$ cat config.mk
export PLATFORM = sky130hd
export DESIGN_NAME = min_max_finder_param
export DESIGN_NICKNAME = d
export VERILOG_FILES = /design/src/rtl/min_max_finder_param_pkg.sv /design/src/rtl/min_max_finder_param_cmp_unit.sv /design/src/rtl/min_max_finder_param.sv
export SDC_FILE = /design/constraint.sdc
export NUM_CORES = 1
export LEC_CHECK = 0
export CAP_MARGIN = 20
export CORE_MARGIN = 3
export CORE_UTILIZATION = 53
export CTS_CLUSTER_SIZE = 25
export DETAILED_ROUTE_END_ITERATION = 6
export GPL_TIMING_DRIVEN = 1
export PLACE_DENSITY = 0.76
export SLEW_MARGIN = 25
export SYNTH_ARGS = -nofsm -noshare
export SYNTH_HDL_FRONTEND = slang
export SYNTH_SLANG_ARGS = --single-unit
$ cat constraint.sdc
create_clock -name Clk -period 3.3 [get_ports Clk]
set_input_delay 0.66 -clock Clk [delete_from_list [all_inputs] [get_ports Clk]]
set_output_delay 0.66 -clock Clk [all_outputs]
set_load 0.01 [all_outputs]
$ cat src/rtl/min_max_finder_param_pkg.sv
// Shared definitions for the min/max finder: one-hot state encoding and
// the address / length width derivations used by the top and the bench.
package min_max_finder_param_pkg;

    localparam int STATE_W = 4;
    typedef logic [STATE_W-1:0] state_t;

    localparam state_t STATE_INI  = 4'b0001;
    localparam state_t STATE_LOAD = 4'b0010;
    localparam state_t STATE_CMP  = 4'b0100;
    localparam state_t STATE_DONE = 4'b1000;

    function automatic int addr_w(input int depth);
        return (depth > 1) ? $clog2(depth) : 1;
    endfunction

    // Len must be able to express DEPTH itself, hence depth+1.
    function automatic int len_w(input int depth);
        return $clog2(depth + 1);
    endfunction

endpackage

$ cat src/rtl/min_max_finder_param_cmp_unit.sv
// Combinational strict compare of one element against the running max/min,
// signed or unsigned by parameter.
module min_max_cmp_unit #(
    parameter int WIDTH  = 8,
    parameter bit SIGNED = 1'b0
) (
    input  logic [WIDTH-1:0] x,
    input  logic [WIDTH-1:0] cur_max,
    input  logic [WIDTH-1:0] cur_min,
    output logic             gt_max,
    output logic             lt_min
);

    generate
        if (SIGNED) begin : g_signed
            assign gt_max = $signed(x) > $signed(cur_max);
            assign lt_min = $signed(x) < $signed(cur_min);
        end else begin : g_unsigned
            assign gt_max = x > cur_max;
            assign lt_min = x < cur_min;
        end
    endgenerate

endmodule

$ cat src/rtl/min_max_finder_param.sv
// Register-array min/max finder: load through a write port, scan the first
// Len entries one per clock, hold results under a Done/Ack handshake.
module min_max_finder_param
    import min_max_finder_param_pkg::*;
#(
    parameter int WIDTH  = 8,
    parameter int DEPTH  = 16,
    parameter bit SIGNED = 1'b0,
    localparam int AW    = addr_w(DEPTH),
    localparam int LW    = len_w(DEPTH)
) (
    input  logic             Clk,
    input  logic             Reset,
    input  logic             Wr_en,
    input  logic [AW-1:0]    Wr_addr,
    input  logic [WIDTH-1:0] Wr_data,
    input  logic             Start,
    input  logic [LW-1:0]    Len,
    input  logic             Ack,
    output logic [WIDTH-1:0] Max,
    output logic [WIDTH-1:0] Min,
    output logic [AW-1:0]    Max_idx,
    output logic [AW-1:0]    Min_idx,
    output logic             Empty,
    output logic             Qi,
    output logic             Ql,
    output logic             Qc,
    output logic             Qd
);

    logic [WIDTH-1:0] mem [DEPTH];

    state_t           state_reg, state_next;
    logic [AW-1:0]    i_reg;
    logic [LW-1:0]    len_r_reg;
    logic [WIDTH-1:0] max_reg, min_reg;
    logic [AW-1:0]    max_idx_reg, min_idx_reg;
    logic             empty_reg;

    logic [WIDTH-1:0] cur_x;
    logic             gt_max, lt_min;
    logic             addr_ok;
    logic             last_elem;

    // Out-of-range addresses can only exist when DEPTH is not a power of two.
    generate
        if (DEPTH == (1 << AW)) begin : g_addr_full
            assign addr_ok = 1'b1;
        end else begin : g_addr_chk
            assign addr_ok = Wr_addr < AW'(DEPTH);
        end
    endgenerate

    // Array is intentionally not reset so contents survive a Reset.
    always_ff @(posedge Clk) begin
        if (Wr_en && addr_ok && (state_reg == STATE_INI)) begin
            mem[Wr_addr] <= Wr_data;
        end
    end

    assign cur_x     = mem[i_reg];
    assign last_elem = (LW'(i_reg) == (len_r_reg - 1'b1));

    min_max_cmp_unit #(
        .WIDTH  (WIDTH),
        .SIGNED (SIGNED)
    ) u_cmp (
        .x       (cur_x),
        .cur_max (max_reg),
        .cur_min (min_reg),
        .gt_max  (gt_max),
        .lt_min  (lt_min)
    );

    always_ff @(posedge Clk) begin
        if (Reset) begin
            state_reg <= STATE_INI;
        end else begin
            state_reg <= state_next;
        end
    end

    always_comb begin
        state_next = state_reg;
        case (state_reg)
            STATE_INI:  if (Start) state_next = (Len == '0) ? STATE_DONE : STATE_LOAD;
            STATE_LOAD: state_next = (len_r_reg == LW'(1)) ? STATE_DONE : STATE_CMP;
            STATE_CMP:  if (last_elem) state_next = STATE_DONE;
            STATE_DONE: if (Ack) state_next = STATE_INI;
            default:    state_next = STATE_INI;
        endcase
    end

    always_comb begin
        Qi = state_reg[0];
        Ql = state_reg[1];
        Qc = state_reg[2];
        Qd = state_reg[3];
    end

    always_ff @(posedge Clk) begin
        if (Reset) begin
            i_reg       <= '0;
            len_r_reg   <= '0;
            max_reg     <= '0;
            min_reg     <= '0;
            max_idx_reg <= '0;
            min_idx_reg <= '0;
            empty_reg   <= 1'b0;
        end else begin
            case (state_reg)
                STATE_INI: begin
                    if (Start) begin
                        len_r_reg <= (Len > LW'(DEPTH)) ? LW'(DEPTH) : Len;
                        i_reg     <= '0;
                        empty_reg <= (Len == '0);
                    end
                end
                STATE_LOAD: begin
                    max_reg     <= mem[0];
                    min_reg     <= mem[0];
                    max_idx_reg <= '0;
                    min_idx_reg <= '0;
                    i_reg       <= AW'(1);
                end
                STATE_CMP: begin
                    if (gt_max) begin
                        max_reg     <= cur_x;
                        max_idx_reg <= i_reg;
                    end
                    if (lt_min) begin
                        min_reg     <= cur_x;
                        min_idx_reg <= i_reg;
                    end
                    i_reg <= i_reg + 1'b1;
                end
                default: ;
            endcase
        end
    end

    assign Max     = max_reg;
    assign Min     = min_reg;
    assign Max_idx = max_idx_reg;
    assign Min_idx = min_idx_reg;
    assign Empty   = empty_reg;

endmodule
== After elaboration in Yosys (flattened, before gate mapping) ==
Memory sizes are Yosys's and may differ from the RTL's. A register that Yosys moved wholly into a read port is not among the register bits.
Index checks and enable logic that the tools add are counted.

* Register bits after elaboration: 38
* Memories kept: 1
* Input bits: 22
* RAM bits: 128
* Output and inout port bits: 29
* Logic and storage cells: 55

* Reduce and logical (&&, ||, !) cells: 9
* Add/subtract/negate cells: 2
* Order comparisons: 3
* Eq/ne operators: 11
* Muxes and demuxes: 21

{| class="wikitable"
|+ Memories
! name !! depth !! width !! read ports !! clocked after Yosys merged registers in !! write ports !! line !! source
|-
| mem || 16 || 8 || 2 || 1 || 1 || min_max_finder_param.sv:31 || <nowiki>logic [WIDTH-1:0] mem [DEPTH];</nowiki>
|}

{| class="wikitable"
|+ Operators with widths
! operator !! number
|-
| 2-to-1 mux 4 bit || 10
|-
| one-hot mux 8 bit (2 select lines) || 2
|-
| 2-to-1 mux 8 bit || 2
|-
| one-hot mux 4 bit (2 select lines) || 2
|-
| one-hot mux 4 bit (4 select lines) || 1
|-
| one-hot mux 4 bit (3 select lines) || 1
|-
| != test 2 bit (second input constant) || 5
|-
| > comparator 8 bit || 1
|-
| < comparator 8 bit || 1
|-
| AND reduction 2 bit || 4
|-
| == test 4 x 5 -> 1 bit || 1
|-
| == test 5 x 1 -> 1 bit (second input constant) || 1
|-
| > comparator 5 bit (second input constant) || 1
|-
| zero test 5 bit || 1
|-
| 2-to-1 mux 5 bit || 1
|-
| subtractor 5 x 1 -> 5 bit (second input constant) || 1
|-
| adder 4 x 1 -> 4 bit (second input constant) || 1
|-
| == test 4 x 1 -> 1 bit (second input constant) || 1
|-
| == test 4 x 2 -> 1 bit (second input constant) || 1
|-
| == test 4 x 3 -> 1 bit (second input constant) || 1
|-
| == test 4 bit (second input constant) || 1
|-
| AND reduction 3 bit || 1
|-
| nonzero test 3 bit || 1
|-
| 2-to-1 mux 1 bit || 2
|-
| other kinds (2) || 2
|}

== Depth between registers and ports, before layout ==
Gate-level depths: netlist of the first run.

* Depth after elaboration: 5
* Depth in mapped cells: 15
* Gate-level depth less buffers: 11

== Hierarchy ==
A second synthesis of the first run with hierarchy kept.

* Cell total of the unflattened synthesis: 471
* Area, all modules: 7,143.1 um2

{| class="wikitable"
|+ By module, submodules not included
! module !! cells each !! area each (um2) !! instances
|-
| min_max_finder_param || 422 || 6,767.7 || 1
|-
| min_max_cmp_unit || 49 || 375.4 || 1
|}

== Least setup slack after synthesis of the first run ==
No wires, ideal clock.

* Kind: flip-flop to flip-flop
* Start point: register (tool-made name)
* End point: register max_reg[0], in the netlist Max[0]
* Required time: 3.185 ns
* Period minus slack after synthesis: 3.597 ns
* Stages on the path, launching flop included: 15
* Arrival: 3.482 ns
* Setup slack: -0.297 ns
* Cell sequence: dfxtp_1 -> buf_2 -> buf_2 -> mux4_2 -> mux2_2 -> nand2_1 -> o21ai_0 -> ha_1 -> a21o_1 -> a21oi_1 -> o211ai_1 -> a21oi_1 -> clkbuf_1 -> nor2_1 -> o21a_1

{| class="wikitable"
|+ RTL lines
! element !! line !! source
|-
| to (signal assigned) || min_max_finder_param.sv:120 || <nowiki>max_reg <= mem[0];</nowiki>
|-
| to (signal assigned) || min_max_finder_param.sv:128 || <nowiki>max_reg <= cur_x;</nowiki>
|-
| to (decl) || min_max_finder_param.sv:36 || <nowiki>logic [WIDTH-1:0] max_reg, min_reg;</nowiki>
|}

==> metrics.txt, run 1 <==
Crit Path Max Fanout 15; gr busiest metal met2; Startpoint Class register; Seq. cell area roughly 4700 sq um; Worst Tran Pin Value ~0.78 ns; I/O Buffers 50; Placed Area 8270 sq um; Max Buffers Root-to-Sink 2; largest net degree at the start of global routing 39; status finished, final reports clean; Syn Std Cell Area about 7400 sq um; Ports 51; Largest register FFs approximately 130; async set-reset flop share out of synthesis 0; global route overflow 0; FMAX between 300 and 400 MHz; diode count 0; met2 Use GR 0.344; Yosys warnings 0; first-pass GRT wire length 24700 um; leakage around 2.9 nW; Filler cells 909; Rows 42; Clock Sinks 170; Starting Density 0.549; Layout Cells excl Fill approximately 800; final instance area 9000 sq um; htree depth 4; Clock transition at path regs approximately 0.07 ns; vias in the first global route 4461; Final setup viols 0; dpl hpwl about 11000 um; Tmin final 3.24 ns; Seq cells post-synth between 150 and 200; Die ar. 15300 sq um; GR Util met3 0.0540; Vias per Instance 5.95; cell with the most instances after synthesis edfxtp_1; share of post-route cells with drive strength above 1 0.244; Final Max Slew Viols 0; register area share after synthesis 0.636; fin crit share 0.981; Inst Count DP around 750; PD cells between 500 and 600 nW/um^2; CTS buffer count 17; Skew-Pair Late Insertion Delay roughly 0.42 ns; synth cell count leaders edfxtp_1 (128), dfxtp_1 (42), nor2_1 (41); syn_area_per_cell 14.3 sq um; CTS tree done; WL/cell around 20 um; Hold Crit Class register to register; DRT Wirelength roughly 16000 um; DR vias roughly 4700; CP Capture Type register; WP data required 3.62 ns; setup_tns 0 ns; Yosys top cell by area edfxtp_1; clk root buf clkbuf_16; router iterations before antenna repair 5; area fraction of the dominant cell type after synthesis 0.522; GRT Total Usage 0.217; # hold bufs at CTS 0; chip width 124 um; core area 13400 sq um; Iteration-0 DRC Markers 385; initial antenna violation count 0; Layout Area Growth over Synthesis 22.3%; endpoints failing hold 0; Main synth FF type edfxtp_1; Multi-input gate area ~2600 sq um; Crit path arrival time approximately 3.6 ns; MaxCap Viol Count 0; syn nets roughly 550; Syn Inst Count roughly 510; met1 usage 0.295; maximum vdd ir drop between 300 and 400 uV; Clock Skew 0.00725 ns; RD Place Congestion 0.838; DRC 0; synth top area cells edfxtp_1 (52%), dfxtp_1 (11%), mux4_2 (9.2%); largest register by flop count mem; Synth cell types between 50 and 60; Antenna Nets Post-Route 0; total power draw ~4.7 mW; Final #Nets 637; chip height 124 um; Max-slew headroom 0.477; Post-synth EDFFs between 100 and 150; Crit Path Category register to register
report_power, final:
group	internal, mW	total [mW]	leakage [nW]	switching, mW
clock network	1.05	1.90	0.264	0.849
logic	0.202	0.446	1.16	0.243
registers	2.35	2.39	1.49	0.0409
cell type report:
cell class / count / share of cell area
Timing Repair Buffer: 92 / 0.0980
Multi-Input combinational cell: 298 / 0.286
Sequential cell: 170 / 0.521
Clock inverter: 15 / 0.0156
Tap cell: 176 / 0.0245
Inverter: 18 / 0.00751
Clock buffer: 17 / 0.0473
cell usage in the layout, fill, tap and decap left out, types with 8 or more instances in the layout:
cell,n
clkdlybuf4s50_1,50
nor3_1,8
nand2_1,29
edfxtp_1,128
o21ai_0,9
nor2_1,41
mux2i_1,9
a21oi_1,24
ha_1,17
mux4_2,30
dfxtp_1,40
clkbuf_16,17
a211oi_2,17
nand3_1,15
inv_1,18
buf_4,37
through the flow:
stage | setup WS, ns | utilization | hold WS, ns
floorplan | 0.00469 | - | 0.456
global placement | 0.110 | 0.617 | 0.453
detailed placement | 0.00831 | 0.617 | 0.458
CTS | 0.0313 | 0.663 | 0.469
global route | -0.0259 | 0.672 | 0.480
finish | 0.0633 | 0.672 | 0.466
cell families (layout without fill, tap and decap cells):
| logic type | after synthesis | after routing | share of synthesized area |
|---|---|---|---|
| adder cells (fa/ha/maj) | 18 | 18 | 0.0306 |
| XOR/XNOR | 5 | 5 | 0.00595 |
| flip-flops | 170 | 170 | 0.636 |
| AND/OR/NAND/NOR | 133 | 133 | 0.0921 |
| AO/OA/AOI/OAI | 93 | 93 | 0.0894 |
| multiplexers | 49 | 49 | 0.119 |
| buffers and inverters | 45 | 142 | 0.0262 |
path summary, 6_finish.rpt:
| kind | startpoint | endpoint | slack, ns | cells after the start |
|---|---|---|---|---|
| worst max-delay path | register | Max[0] | 0.06 | 12 |
| worst min-delay path | Max_idx[3] | Max_idx[3] | 0.47 | 2 |
| worst max register to register | register | Max[0] | 0.06 | 12 |
| worst min register to register | Max_idx[3] | Max_idx[3] | 0.47 | 2 |
repair_timing:
| action | 4_1_cts | 5_1_grt |
|---|---|---|
| cloned | 1 | 0 |
| buffers inserted | 1 | 4 |
| setup endpoints to repair | 4 | 24 |
| resized for setup | 2 | 25 |
| pin swaps | 0 | 8 |
worst max-delay path, stage by stage (launching register included):
cell and delay, ns:
dfxtp_4 0.37, bufbuf_16 0.28, mux4_2 0.50, mux2_2 0.33
nand2_1 0.08, o21ai_0 0.13, ha_1 0.37, nand3_2 0.14
o211ai_1 0.31, a21oi_2 0.12, buf_12 0.18, and2_1 0.15
o21a_1 0.17
layer usage:
metal / up-vias / wire length [um]
li1: 2172 / -
met1: 2317 / 6860
met2: 167 / 7680
met3: 22 / 979
met4: 0 / 319
met5: - / 0
No activity file was read; power rests on OpenSTA's default activity.
==> inputs of run 2 (changes only) <==
- CORE_UTILIZATION: 53 -> 39
- PLACE_DENSITY: 0.76 -> unset
==> run 2 against run 1 <==
Net effect: wire length grew 3.8%; hold slack gained 0.0085 ns; first-iteration DRC count shrank 22%; total power shrank 0.23%; setup slack gained 0.066 ns; global-route usage shrank 5.3 points; sequential power is essentially flat; combinational power is essentially flat; critical path type unchanged; largest power group unchanged.
==> metrics.txt, run 2 (synthesis gave the netlist of run 1 again) <==
most common cell after layout, fill and taps aside edfxtp_1; Max Buffers Root-to-Sink 2; clk root buf clkbuf_16; Startpoint Class register; DRT Wirelength roughly 16000 um; Die ar. ~21000 sq um; WHS 0.474 ns; htree depth 4; endpoints failing hold 0; Seq. cell area 4690 sq um; chip height approximately 140 um; Rows 49; DR vias 4605; I/O Buffers 50; Vias per Instance approximately 5.5; Skew-Pair Late Insertion Delay ~0.43 ns; first-pass GRT wire length between 20000 and 30000 um; share of post-route cells with drive strength above 1 0.236; RD Place Congestion roughly 0.84; WP data required about 3.7 ns; router iterations before antenna repair 5; status finished, final reports clean; chip width 143 um; Tmin final about 3.2 ns; dpl hpwl roughly 11000 um; PD cells ~520 nW/um^2; Crit Path Max Fanout 6; FMAX between 300 and 400 MHz; Hold Crit Class register to register; CTS buffer count 17; Crit path arrival time 3.54 ns; Worst Tran Pin Value about 0.93 ns; largest net degree at the start of global routing 25; diode count 0; Layout Cells excl Fill around 840; Final Max Slew Viols 0; Worst Reg-to-Reg Cells 14; Clock Sinks 170; Hold Path Origin Empty; Layout Area Growth over Synthesis 23.4%; leakage 2.95 nW; CP Capture Type register; DRC 0; Antenna Nets Post-Route 0; Iteration-0 DRC Markers 300; largest register by flop count mem; Max-slew headroom 0.378; # hold bufs at CTS 0; WL/cell 19.5 um; worst reg2reg setup slack 0.13 ns; fin crit share 0.961; Clock transition at path regs 0.07 ns; Clock Skew 0.0138 ns; Inst Count DP 800; CTS tree done; most frequent cells in the layout edfxtp_1 (128), clkdlybuf4s50_1 (50), nor2_1 (41), dfxtp_1 (40), buf_4 (38); total power draw approximately 4.7 mW; GRT Total Usage 0.164; Final #Nets ~640; hold path cells 2; maximum vdd ir drop around 410 uV; core area between 15000 and 20000 sq um; initial antenna violation count 0; Final setup viols 0; Crit Path Category register to register; Filler cells between 1500 and 2000; reg2reg end Min_idx[2]; Multi-input gate area between 2000 and 3000 sq um; global route overflow 0; Ports 51; Largest register FFs 128; MaxCap Viol Count 0; vias in the first global route 4496; WHS Endpoint Empty; Starting Density 0.403
-- run 2: worst max-delay path by stage --
stage / endpoint / cells past startpoint / slack (ns) / start
floorplan: Min_idx[1] / 13 / 0.005 / register
global placement: Min_idx[3] / 12 / 0.08 / register
detailed placement: Min_idx[2] / 12 / -0.09 / register
CTS: Min_idx[2] / 14 / 0.03 / register
global route: Min_idx[2] / 14 / -0.02 / register
finish: Min_idx[2] / 14 / 0.13 / register
-- run 2: cell type report --
type / instances / share of cell area
sequential: 170 / 0.517
multi-input combinational: 298 / 0.281
timing repair buffer: 96 / 0.101
clock buffer: 19 / 0.0477
tap: 229 / 0.0316
clock inverter: 13 / 0.0141
inverter: 18 / 0.00744
-- run 2: critical path, stage by stage (launching register included) --
cell	delay, ns
dfxtp_4	0.38
buf_12	0.13
buf_4	0.11
mux4_2	0.47
mux2_2	0.29
nand2_1	0.08
o21ai_2	0.07
ha_1	0.31
a21o_1	0.17
a211oi_2	0.23
o21ai_1	0.09
a31o_1	0.23
buf_6	0.14
a211oi_2	0.25
a31o_1	0.16
-- run 2: per-stage QoR --
step	util	area (sq um)	TNS, ns	worst slack, ns
after global placement	0.457	8350	0	0.0756
after detailed placement	0.457	8350	-0.248	-0.0944
after CTS	0.492	8990	0	0.0259
after global routing	0.497	9080	-0.0204	-0.0204
after floorplan	-	7380	0	0.00469
final	0.497	9080	0	0.129
-- run 2: metal layers --
metal	track usage	up-vias	part of all wire
met5	0	-	0
met2	0.252	123	0.46
met1	0.237	2291	0.48
li1	-	2177	-
met3	0.0423	14	0.048
met4	0.0401	0	0.012
-- run 2: report_power, final --
part	switching (mW)	internal (mW)	total, mW
sequential	0.0441	2.35	2.39
clock	0.886	1.00	1.89
combinational	0.245	0.201	0.447
total	1.18	3.55	4.73
-- run 2: repair_timing --
item,in CTS,in global routing
setup endpoints to repair,19,23
pin swaps,3,10
gates resized for setup,6,19
cloned,0,2
buffers inserted,8,1
==> inputs of run 3 (changes only) <==
- CORE_UTILIZATION: 39 -> 53
- GPL_ROUTABILITY_DRIVEN: unset -> 0
- PLACE_DENSITY: unset -> 0.76
==> results of run 3 <==
No change in the layout: final DEF, timing and power equal those of run 1.
